===== src/rtl/singularis_alu_pkg.sv =====
// Shared opcode and instruction-class definitions for the Singularis 16-bit processor.
// The ALU, branch unit and display logic all decode against these constants.
package singularis_alu_pkg;

    localparam int ALU_WIDTH = 16;

    localparam logic [1:0] TYPE_ALU_REG = 2'b00;
    localparam logic [1:0] TYPE_ALU_IMM = 2'b01;
    localparam logic [1:0] TYPE_JMP     = 2'b10;
    localparam logic [1:0] TYPE_SYS     = 2'b11;

    localparam logic [4:0] OP_ADD = 5'b00011;
    localparam logic [4:0] OP_SUB = 5'b00100;
    localparam logic [4:0] OP_AND = 5'b00101;
    localparam logic [4:0] OP_OR  = 5'b00110;
    localparam logic [4:0] OP_XOR = 5'b00111;
    localparam logic [4:0] OP_NOT = 5'b01000;
    localparam logic [4:0] OP_SHL = 5'b01001;
    localparam logic [4:0] OP_SHR = 5'b01010;
    localparam logic [4:0] OP_INC = 5'b01011;
    localparam logic [4:0] OP_DEC = 5'b01100;
    localparam logic [4:0] OP_MUL = 5'b01101;
    localparam logic [4:0] OP_EQ  = 5'b01110;
    localparam logic [4:0] OP_LT  = 5'b01111;
    localparam logic [4:0] OP_GT  = 5'b10000;
    localparam logic [4:0] OP_MOV = 5'b10001;

    // Jump and display opcodes, decoded by the branch and display blocks.
    localparam logic [4:0] OP_JMP  = 5'b10100;
    localparam logic [4:0] OP_JZ   = 5'b10101;
    localparam logic [4:0] OP_JC   = 5'b10110;
    localparam logic [4:0] OP_JB   = 5'b10111;
    localparam logic [4:0] OP_DISP = 5'b11000;
    localparam logic [4:0] OP_HALT = 5'b11001;

    function automatic logic is_alu_type(input logic [1:0] t);
        return (t == TYPE_ALU_REG) || (t == TYPE_ALU_IMM);
    endfunction

endpackage


===== src/rtl/singularis_alu_core.sv =====
// Combinational ALU datapath: result, carry/overflow, compare bit and a decode of
// which architectural state (accumulator group or bool) the opcode is allowed to write.
module singularis_alu_core
    import singularis_alu_pkg::*;
#(
    parameter int WIDTH = 16
) (
    input  logic [4:0]       opcode,
    input  logic [WIDTH-1:0] a,
    input  logic [WIDTH-1:0] b,
    output logic [WIDTH-1:0] result,
    output logic             carry,
    output logic             overflow,
    output logic             cmp,
    output logic             writes_acc,
    output logic             writes_bool
);

    localparam int SW = $clog2(WIDTH);

    logic [WIDTH-1:0]   rhs_s;
    logic [WIDTH:0]     sum_s;
    logic [WIDTH:0]     diff_s;
    logic [2*WIDTH-1:0] prod_s;
    logic [WIDTH:0]     shl_s;
    logic [WIDTH:0]     shr_s;
    logic [SW-1:0]      shamt_s;
    logic               add_ovf_s;
    logic               sub_ovf_s;

    assign rhs_s   = ((opcode == OP_INC) || (opcode == OP_DEC)) ? {{(WIDTH-1){1'b0}}, 1'b1} : b;
    assign sum_s   = {1'b0, a} + {1'b0, rhs_s};
    // The extra MSB of an unsigned (W+1)-bit difference is exactly the borrow.
    assign diff_s  = {1'b0, a} - {1'b0, rhs_s};
    assign prod_s  = {{WIDTH{1'b0}}, a} * {{WIDTH{1'b0}}, b};
    assign shamt_s = b[SW-1:0];
    // One guard bit on the far side of each shift catches the last bit shifted out.
    assign shl_s   = {1'b0, a} << shamt_s;
    assign shr_s   = {a, 1'b0} >> shamt_s;

    assign add_ovf_s = (a[WIDTH-1] == rhs_s[WIDTH-1]) && (sum_s[WIDTH-1] != a[WIDTH-1]);
    assign sub_ovf_s = (a[WIDTH-1] != rhs_s[WIDTH-1]) && (diff_s[WIDTH-1] != a[WIDTH-1]);

    // Opcode decode and result selection.
    always_comb begin
        result      = {WIDTH{1'b0}};
        carry       = 1'b0;
        overflow    = 1'b0;
        cmp         = 1'b0;
        writes_acc  = 1'b0;
        writes_bool = 1'b0;
        case (opcode)
            OP_ADD, OP_INC: begin
                result     = sum_s[WIDTH-1:0];
                carry      = sum_s[WIDTH];
                overflow   = add_ovf_s;
                writes_acc = 1'b1;
            end
            OP_SUB, OP_DEC: begin
                result     = diff_s[WIDTH-1:0];
                carry      = diff_s[WIDTH];
                overflow   = sub_ovf_s;
                writes_acc = 1'b1;
            end
            OP_AND: begin
                result     = a & b;
                writes_acc = 1'b1;
            end
            OP_OR: begin
                result     = a | b;
                writes_acc = 1'b1;
            end
            OP_XOR: begin
                result     = a ^ b;
                writes_acc = 1'b1;
            end
            OP_NOT: begin
                result     = ~a;
                writes_acc = 1'b1;
            end
            OP_SHL: begin
                result     = shl_s[WIDTH-1:0];
                carry      = shl_s[WIDTH];
                writes_acc = 1'b1;
            end
            OP_SHR: begin
                result     = shr_s[WIDTH:1];
                carry      = shr_s[0];
                writes_acc = 1'b1;
            end
            OP_MUL: begin
                result     = prod_s[WIDTH-1:0];
                carry      = |prod_s[2*WIDTH-1:WIDTH];
                overflow   = |prod_s[2*WIDTH-1:WIDTH];
                writes_acc = 1'b1;
            end
            OP_EQ: begin
                cmp         = (a == b);
                writes_bool = 1'b1;
            end
            OP_LT: begin
                cmp         = (a < b);
                writes_bool = 1'b1;
            end
            OP_GT: begin
                cmp         = (a > b);
                writes_bool = 1'b1;
            end
            OP_MOV: begin
                result     = a;
                writes_acc = 1'b1;
            end
            default: begin
                result      = {WIDTH{1'b0}};
                writes_acc  = 1'b0;
                writes_bool = 1'b0;
            end
        endcase
    end

endmodule


===== src/rtl/singularis_alu.sv =====
// Registered Singularis ALU: accumulator plus carry/overflow/bool/zero flags,
// updated from the combinational core only for enabled ALU-class instructions.
module singularis_alu
    import singularis_alu_pkg::*;
#(
    parameter int WIDTH = 16
) (
    input  logic             clk,
    input  logic             reset,
    input  logic             clk_enable,
    input  logic [1:0]       instr_type,
    input  logic [WIDTH-1:0] a,
    input  logic [WIDTH-1:0] b,
    input  logic [4:0]       opcode,
    output logic [WIDTH-1:0] accumulator,
    output logic             carry,
    output logic             overflow,
    output logic             bool,
    output logic             zero
);

    logic [WIDTH-1:0] core_result_s;
    logic             core_carry_s;
    logic             core_overflow_s;
    logic             core_cmp_s;
    logic             core_writes_acc_s;
    logic             core_writes_bool_s;
    logic             update_s;

    logic [WIDTH-1:0] acc_d, acc_q;
    logic             carry_d, carry_q;
    logic             overflow_d, overflow_q;
    logic             bool_d, bool_q;
    logic             zero_d, zero_q;

    singularis_alu_core #(.WIDTH(WIDTH)) u_core (
        .opcode      (opcode),
        .a           (a),
        .b           (b),
        .result      (core_result_s),
        .carry       (core_carry_s),
        .overflow    (core_overflow_s),
        .cmp         (core_cmp_s),
        .writes_acc  (core_writes_acc_s),
        .writes_bool (core_writes_bool_s)
    );

    assign update_s = clk_enable && is_alu_type(instr_type);

    // Next-state selection: the accumulator group and bool update independently.
    always_comb begin
        acc_d      = acc_q;
        carry_d    = carry_q;
        overflow_d = overflow_q;
        bool_d     = bool_q;
        zero_d     = zero_q;
        if (update_s && core_writes_acc_s) begin
            acc_d      = core_result_s;
            carry_d    = core_carry_s;
            overflow_d = core_overflow_s;
            zero_d     = (core_result_s == {WIDTH{1'b0}});
        end else begin
            acc_d = acc_q;
        end
        if (update_s && core_writes_bool_s) begin
            bool_d = core_cmp_s;
        end else begin
            bool_d = bool_q;
        end
    end

    // State registers with asynchronous active-low clear.
    always_ff @(posedge clk or negedge reset) begin
        if (!reset) begin
            acc_q      <= {WIDTH{1'b0}};
            carry_q    <= 1'b0;
            overflow_q <= 1'b0;
            bool_q     <= 1'b0;
            zero_q     <= 1'b0;
        end else begin
            acc_q      <= acc_d;
            carry_q    <= carry_d;
            overflow_q <= overflow_d;
            bool_q     <= bool_d;
            zero_q     <= zero_d;
        end
    end

    assign accumulator = acc_q;
    assign carry       = carry_q;
    assign overflow    = overflow_q;
    assign bool        = bool_q;
    assign zero        = zero_q;

endmodule


===== config.mk =====
export PLATFORM = sky130hd
export DESIGN_NAME = singularis_alu
export DESIGN_NICKNAME = d
export VERILOG_FILES = /design/src/rtl/singularis_alu_pkg.sv /design/src/rtl/singularis_alu_core.sv /design/src/rtl/singularis_alu.sv
export SDC_FILE = /design/constraint.sdc
export NUM_CORES = 1
export LEC_CHECK = 0
export CAP_MARGIN = 10
export CORE_ASPECT_RATIO = 2
export CORE_MARGIN = 10
export CORE_UTILIZATION = 48
export DETAILED_ROUTE_END_ITERATION = 6
export GPL_TIMING_DRIVEN = 0
export PLACE_DENSITY = 0.66
export SYNTH_ARGS = -nofsm -noshare
export SYNTH_HDL_FRONTEND = slang
export SYNTH_HIERARCHICAL = 1
export SYNTH_SLANG_ARGS = --single-unit
export TNS_END_PERCENT = 20

===== constraint.sdc =====
create_clock -name clk -period 0.8 [get_ports clk]
set_input_delay 0.2 -clock clk [delete_from_list [all_inputs] [get_ports clk]]
set_output_delay 0.2 -clock clk [all_outputs]
set_load 0.1 [all_outputs]

# Word level (Yosys, flattened, before mapping)
# Index checks and enable logic that the tools add are counted.
# Widths: inputs -> output; s select.
op_classes:
  n_mul: 1
  n_eq_ne: 21
  shift: 2
  n_lt_le_gt_ge: 2
  mux: 7
  n_reduce_logical: 14
  n_div: 0
  addsub: 2
  n_bitwise: 4
op_table:
  columns: ["cell", "count"]
  rows:
  - ["$pmux 16 s10", 1]
  - ["$eq 5x4->1 const B", 8]
  - ["$mul 16x16->32", 1]
  - ["$eq 5x3->1 const B", 4]
  - ["$add 16x16->17", 1]
  - ["$shl 16x4->17", 1]
  - ["$shr 17x4->17", 1]
  - ["$sub 16x16->17", 1]
  - ["$and 16x16->16", 1]
  - ["$eq 16x16->1", 1]
  - ["$gt 16x16->1", 1]
  - ["$logic_not 16->1", 1]
  - ["$lt 16x16->1", 1]
  - ["$mux 16", 1]
  - ["$not 16->16", 1]
  - ["$or 16x16->16", 1]
  - ["$reduce_or 16->1", 1]
  - ["$xor 16x16->16", 1]
  - ["$reduce_or 12->1", 1]
  - ["$eq 5x5->1 const B", 2]
  - ["$pmux 1 s3", 2]
  - ["$eq 5x2->1 const B", 1]
  - ["$logic_and 1x1->1", 5]
  - ["$pmux 1 s5", 1]
  - ["8 further kinds", 13]
word_totals:
  output_inout_bits: 20
  register_bits: 20
  n_memories: 0
  romBits: 0
  mem_bits_rw: 0
  latch_bits: 0

# Longest topological paths before layout
depth:
  ltp_word: 7
  mapped_depth: 28
  ltp_nobuf: 25

# Cells and area by module
# The synthesis kept the hierarchy.
by_module_without_submodules:
  columns: ["module", "area_each_um2", "n_inst", "cells_each"]
  rows:
  - ["singularis_alu_core", 12959.9, 1, 1732]
  - ["singularis_alu", 872.1, 1, 50]

# Worst setup path after synthesis
# No wires, ideal clock.
synth_timing:
  path_type: "input-to-reg"
  startpoint: "input port b[1]"
  endpoint: "register carry_q, in the netlist carry"
  path_slack_ns: -6.287
  arrival_time_ns: 6.961
  path_stages: 26
  required_time_ns: 0.675
  setup_time_ns: 0.125
  cell_sequence: "clkbuf_1 -> clkbuf_1 -> clkbuf_1 -> buf_1 -> nand2_1 -> fa_1 -> fa_1 -> inv_1 -> fa_1 -> inv_1 -> fa_1 -> fa_1 -> fa_1 -> inv_1 -> ha_1 -> buf_6 -> and3_4 -> a211o_1 -> o211ai_1 -> inv_1 -> o2111a_1 -> a2111oi_2 -> nand4_1 -> nor4_2 -> o211ai_1 -> mux2_4"
synth_between:
  elab_chain_cells: 3
  word_cells_on_any_way: 8
synth_lines:
  columns: ["element", "line", "source"]
  rows:
  - ["start, declared", "singularis_alu.sv:13", "input logic [WIDTH-1:0] b,"]
  - ["$mul 16x16->32 / $mux 16 (equally long branches)", "singularis_alu_core.sv:35, singularis_alu_core.sv:31", null]
  - ["$reduce_or 16->1 (tied with other cells)", "singularis_alu_core.sv:93", "carry = |prod_s[2*WIDTH-1:WIDTH];"]
  - ["$pmux 1 s5 *", "singularis_alu_core.sv:52", "case (opcode)"]
  - ["via core_carry_s", "singularis_alu.sv:23", "logic core_carry_s;"]
  - ["end signal, assigned", "singularis_alu.sv:82", "carry_q <= carry_d;"]
  - ["end, declared", "singularis_alu.sv:31", "logic carry_d, carry_q;"]
# The timed path passes the listed nets; every way through them passes the cells marked *.
# A chain may end at the register's enable or synchronous reset.

# Worst setup path after layout
layout_timing:
  startpoint: "input port a[11]"
  endpoint: "register carry_q, in the netlist carry"
layout_between:
  elab_chain_cells: 3
  word_cells_on_any_way: 7
layout_lines:
  columns: ["element", "line", "source"]
  rows:
  - ["start, declared", "singularis_alu.sv:12", "input logic [WIDTH-1:0] a,"]
  - ["$mul 16x16->32", "singularis_alu_core.sv:35", "assign prod_s = {{WIDTH{1'b0}}, a} * {{WIDTH{1'b0}}, b};"]
  - ["$reduce_or 16->1", "singularis_alu_core.sv:93", null]
  - ["$pmux 1 s5 *", "singularis_alu_core.sv:52", null]
  - ["via core_carry_s", "singularis_alu.sv:23", null]
# Marks and branches as above.

==> flow_metrics.tcl <==
set metrics [dict create \
    period_minus_slack_ns 6.766 \
    netlist_area_mm2 0.01383 \
    area_growth_pct 26.07 \
    syn_area_per_cell_um2 7.762 \
    final-max-slew-violation-count 0 \
    globalRouteTotalUtil_pct 32.78 \
    dpl_worst_slack_ns -7.856 \
    vias 14160 \
    drc 0 \
    clockBufferDepth 2 \
    fin_crit_sh_pct 845.8 \
    critPathRequiredTime_ns 0.95 \
    final_cells 2293 \
    ctsHoldBuffers 0 \
    tightestPinTransition_ns 1.038 \
    ys_seq_elements 20 \
    core_mm2 0.02830 \
    drv_cap 0 \
    seq_area_um2 500.5 \
    pin_count 62 \
    end_kind "register" \
    async_flop_share_pct 100.0 \
    cp-start-kind "input pin" \
    gr-total-overflow 0 \
    synth_cell_types 86 \
    grt_pass1_wl_um 91190 \
    min_path_type "input pin to asynchronous set/reset pin" \
    globalplace.congestion 1.052 \
    ys_warn_count 6 \
    fin_skew_ns 0 \
    synth.net_count 2206 \
    crit_type "input pin to register" \
    multi_input_area_mm2 0.01275 \
    start_util_pct 48.87 \
    fp.dieW_um 140.0 \
    finalPower_w 0.08697 \
    path_clk_slew_ns 0.06 \
    hpwl_um 48770 \
    max_freq_mhz 147.8 \
    cts_tree "yes" \
    clkSinkCount 20 \
    cellPowerDensity_mw_per_mm2 4988 \
    p_leak_nw 8.329 \
    die_area_mm2 0.03642 \
    drive_gt1_share_pct 20.26 \
    grt_pass1_vias 15030 \
    synth_edf_count 0 \
    ys_dominant_reg_cell "dfrtp_1" \
    status "finished, violations left" \
    holdWs_ns 0.01064 \
    worst_slack_ns -5.966 \
    die_y_um 260.1 \
    clk_latency_ns 0.26 \
    critPathArrivalTime_ns 6.91 \
    utilization_pct 61.61 \
    vdd_ir_drop_max_mv 13.77 \
    ant_nets 0 \
    h-tree-depth 1 \
    wl_um 61350 \
    fin_nets 2360 \
    n_fill_cell 2594 \
    viasPerCell 6.175 \
    hold_violations 0 \
    violations "setup timing" \
    slew_headroom_pct 30.54 \
    cts-root-buf "clkbuf_16" \
    drtIter0Drc 1383 \
    drt_first_pass_iters 6 \
    ys_seq_area_share_pct 3.618 \
    wl_per_cell_um 26.75 \
    grt_max_degree 21 \
    path_max_fanout 10 \
    netlist_instances 1782 \
    port_buffers 58 \
    fp-row-count 87 \
    numCtsBuffers 3 \
    grt_antenna_before_repair 3 \
    rsz0062_at_grt "true" \
    setup_viol 40 \
    place_inst 2196 \
]
routing by layer:
layer  vias up  wire length, um  track usage (%)
li1       6225                -                -
met1      6941            19670            31.62
met2       726            31580            59.43
met3       268             3883            5.165
met4         0             6211            27.65
met5         -                0                0
cell type report:
type / instances / area share (%)
Clock inverter: 1 / 0.1722
Sequential cell: 20 / 2.870
Buffer: 91 / 5.324
Inverter: 285 / 6.859
Antenna cell: 2 / 0.02870
Tap cell: 356 / 2.554
Clock buffer: 3 / 0.4305
Timing Repair Buffer: 149 / 8.639
Multi-Input combinational cell: 1386 / 73.12
what timing repair did:
action / CTS / global route
endpoints found under the setup margin: 60 / 40
resized for setup: 574 / 92
pin swaps: 56 / 53
gates cloned: 0 / 1
setup buffers: 74 / 17
cells in the final DEF, fill, tap and decap left out, types with 20 or more instances in the layout:
master / synthesis / final
buf_12: 0 / 28
clkbuf_1: 74 / 25
fa_1: 196 / 188
a21oi_1: 108 / 99
inv_1: 264 / 248
dfrtp_1: 20 / 20
buf_6: 3 / 20
o21ai_0: 89 / 76
nand2_1: 231 / 217
nor2_1: 206 / 198
buf_4: 0 / 92
ha_1: 186 / 168
cells in the mapped netlist, drive strengths merged, types with 10 or more instances:
library cell | number | area, um^2
o22ai | 17 | 106.4
dfrtp | 20 | 500.5
a221oi | 18 | 163.9
nor3 | 16 | 80.08
o211ai | 11 | 82.58
ha | 186 | 2327
nand2b | 13 | 81.33
nor4 | 12 | 81.33
clkinv | 13 | 48.80
nand3 | 18 | 90.09
a211oi | 15 | 112.6
o21ai | 93 | 465.5
mux2 | 21 | 304.0
nor2 | 206 | 773.2
clkbuf | 74 | 277.8
and2 | 10 | 62.56
mux2i | 13 | 130.1
a21oi | 111 | 566.8
buf | 17 | 92.58
a21o | 22 | 166.4
inv | 272 | 1021
o21bai | 18 | 135.1
fa | 196 | 3924
nand2 | 231 | 867.1
worst paths after layout:
check,from,endpoint,slack [ns],cells past startpoint
worst max-delay path,a[11],carry$_DFFE_PN0P_,-5.97,25
worst min-delay path,reset,accumulator[5]$_DFFE_PN0P_,0.01,1
worst max register to register,accumulator[9]$_DFFE_PN0P_,accumulator[9]$_DFFE_PN0P_,-0.02,1
worst min register to register,zero$_DFFE_PN0P_,zero$_DFFE_PN0P_,0.55,2
max in group asynchronous,reset,accumulator[10]$_DFFE_PN0P_,0.42,1
min in group clk,zero$_DFFE_PN0P_,zero$_DFFE_PN0P_,0.55,2
flip-flops by register name, indices dropped and copies added (netlist names):
| name | cells |
|---|---|
| zero | 1 |
| bool | 1 |
| carry | 1 |
| overflow | 1 |
| accumulator | 16 |
metrics by stage:
stage                     TNS (ns)  cell area (um^2)
after detailed placement   -143.27             15100
after CTS                   -90.28             17000
after global routing        -92.59             17440
final                       -89.57             17440
after floorplan             -81.37             14080
after global placement     -140.09             15100
worst max-delay path: stages:
cell and delay [ns]:
clkbuf_4 0.26, clkbuf_8 0.27, nand2_1 0.09, fa_1 0.54, fa_1 0.56, inv_1 0.06
fa_1 0.48, inv_1 0.06, fa_1 0.57, fa_2 0.46, fa_1 0.51, inv_2 0.05
ha_4 0.21, buf_6 0.13, and3_4 0.18, a211o_1 0.27, o211ai_1 0.24, inv_1 0.12
o2111a_1 0.28, a2111oi_4 0.34, nand4_1 0.20, nor4_4 0.18, buf_4 0.19, o211ai_1 0.13
mux2_4 0.31
cells by family (layout without fill, tap and decap cells):
group	count (synthesis)	in the layout	share of synthesized area, %
AOI/OAI and AO/OA	398	398	18.95
and+or+nand+nor	554	554	17.25
muxes	37	37	3.627
buffers and inverters	376	529	10.41
xor gates and xnor gates	15	15	0.9498
other	0	2	0
adders and majority gates	382	382	45.19
DFF	20	20	3.618
power breakdown:
part	internal, W	switching (W)
logic	0.0358	0.0481
clock network	0.000995	0.000426
registers	0.00132	0.000365
(Power assumes the default switching activity.)
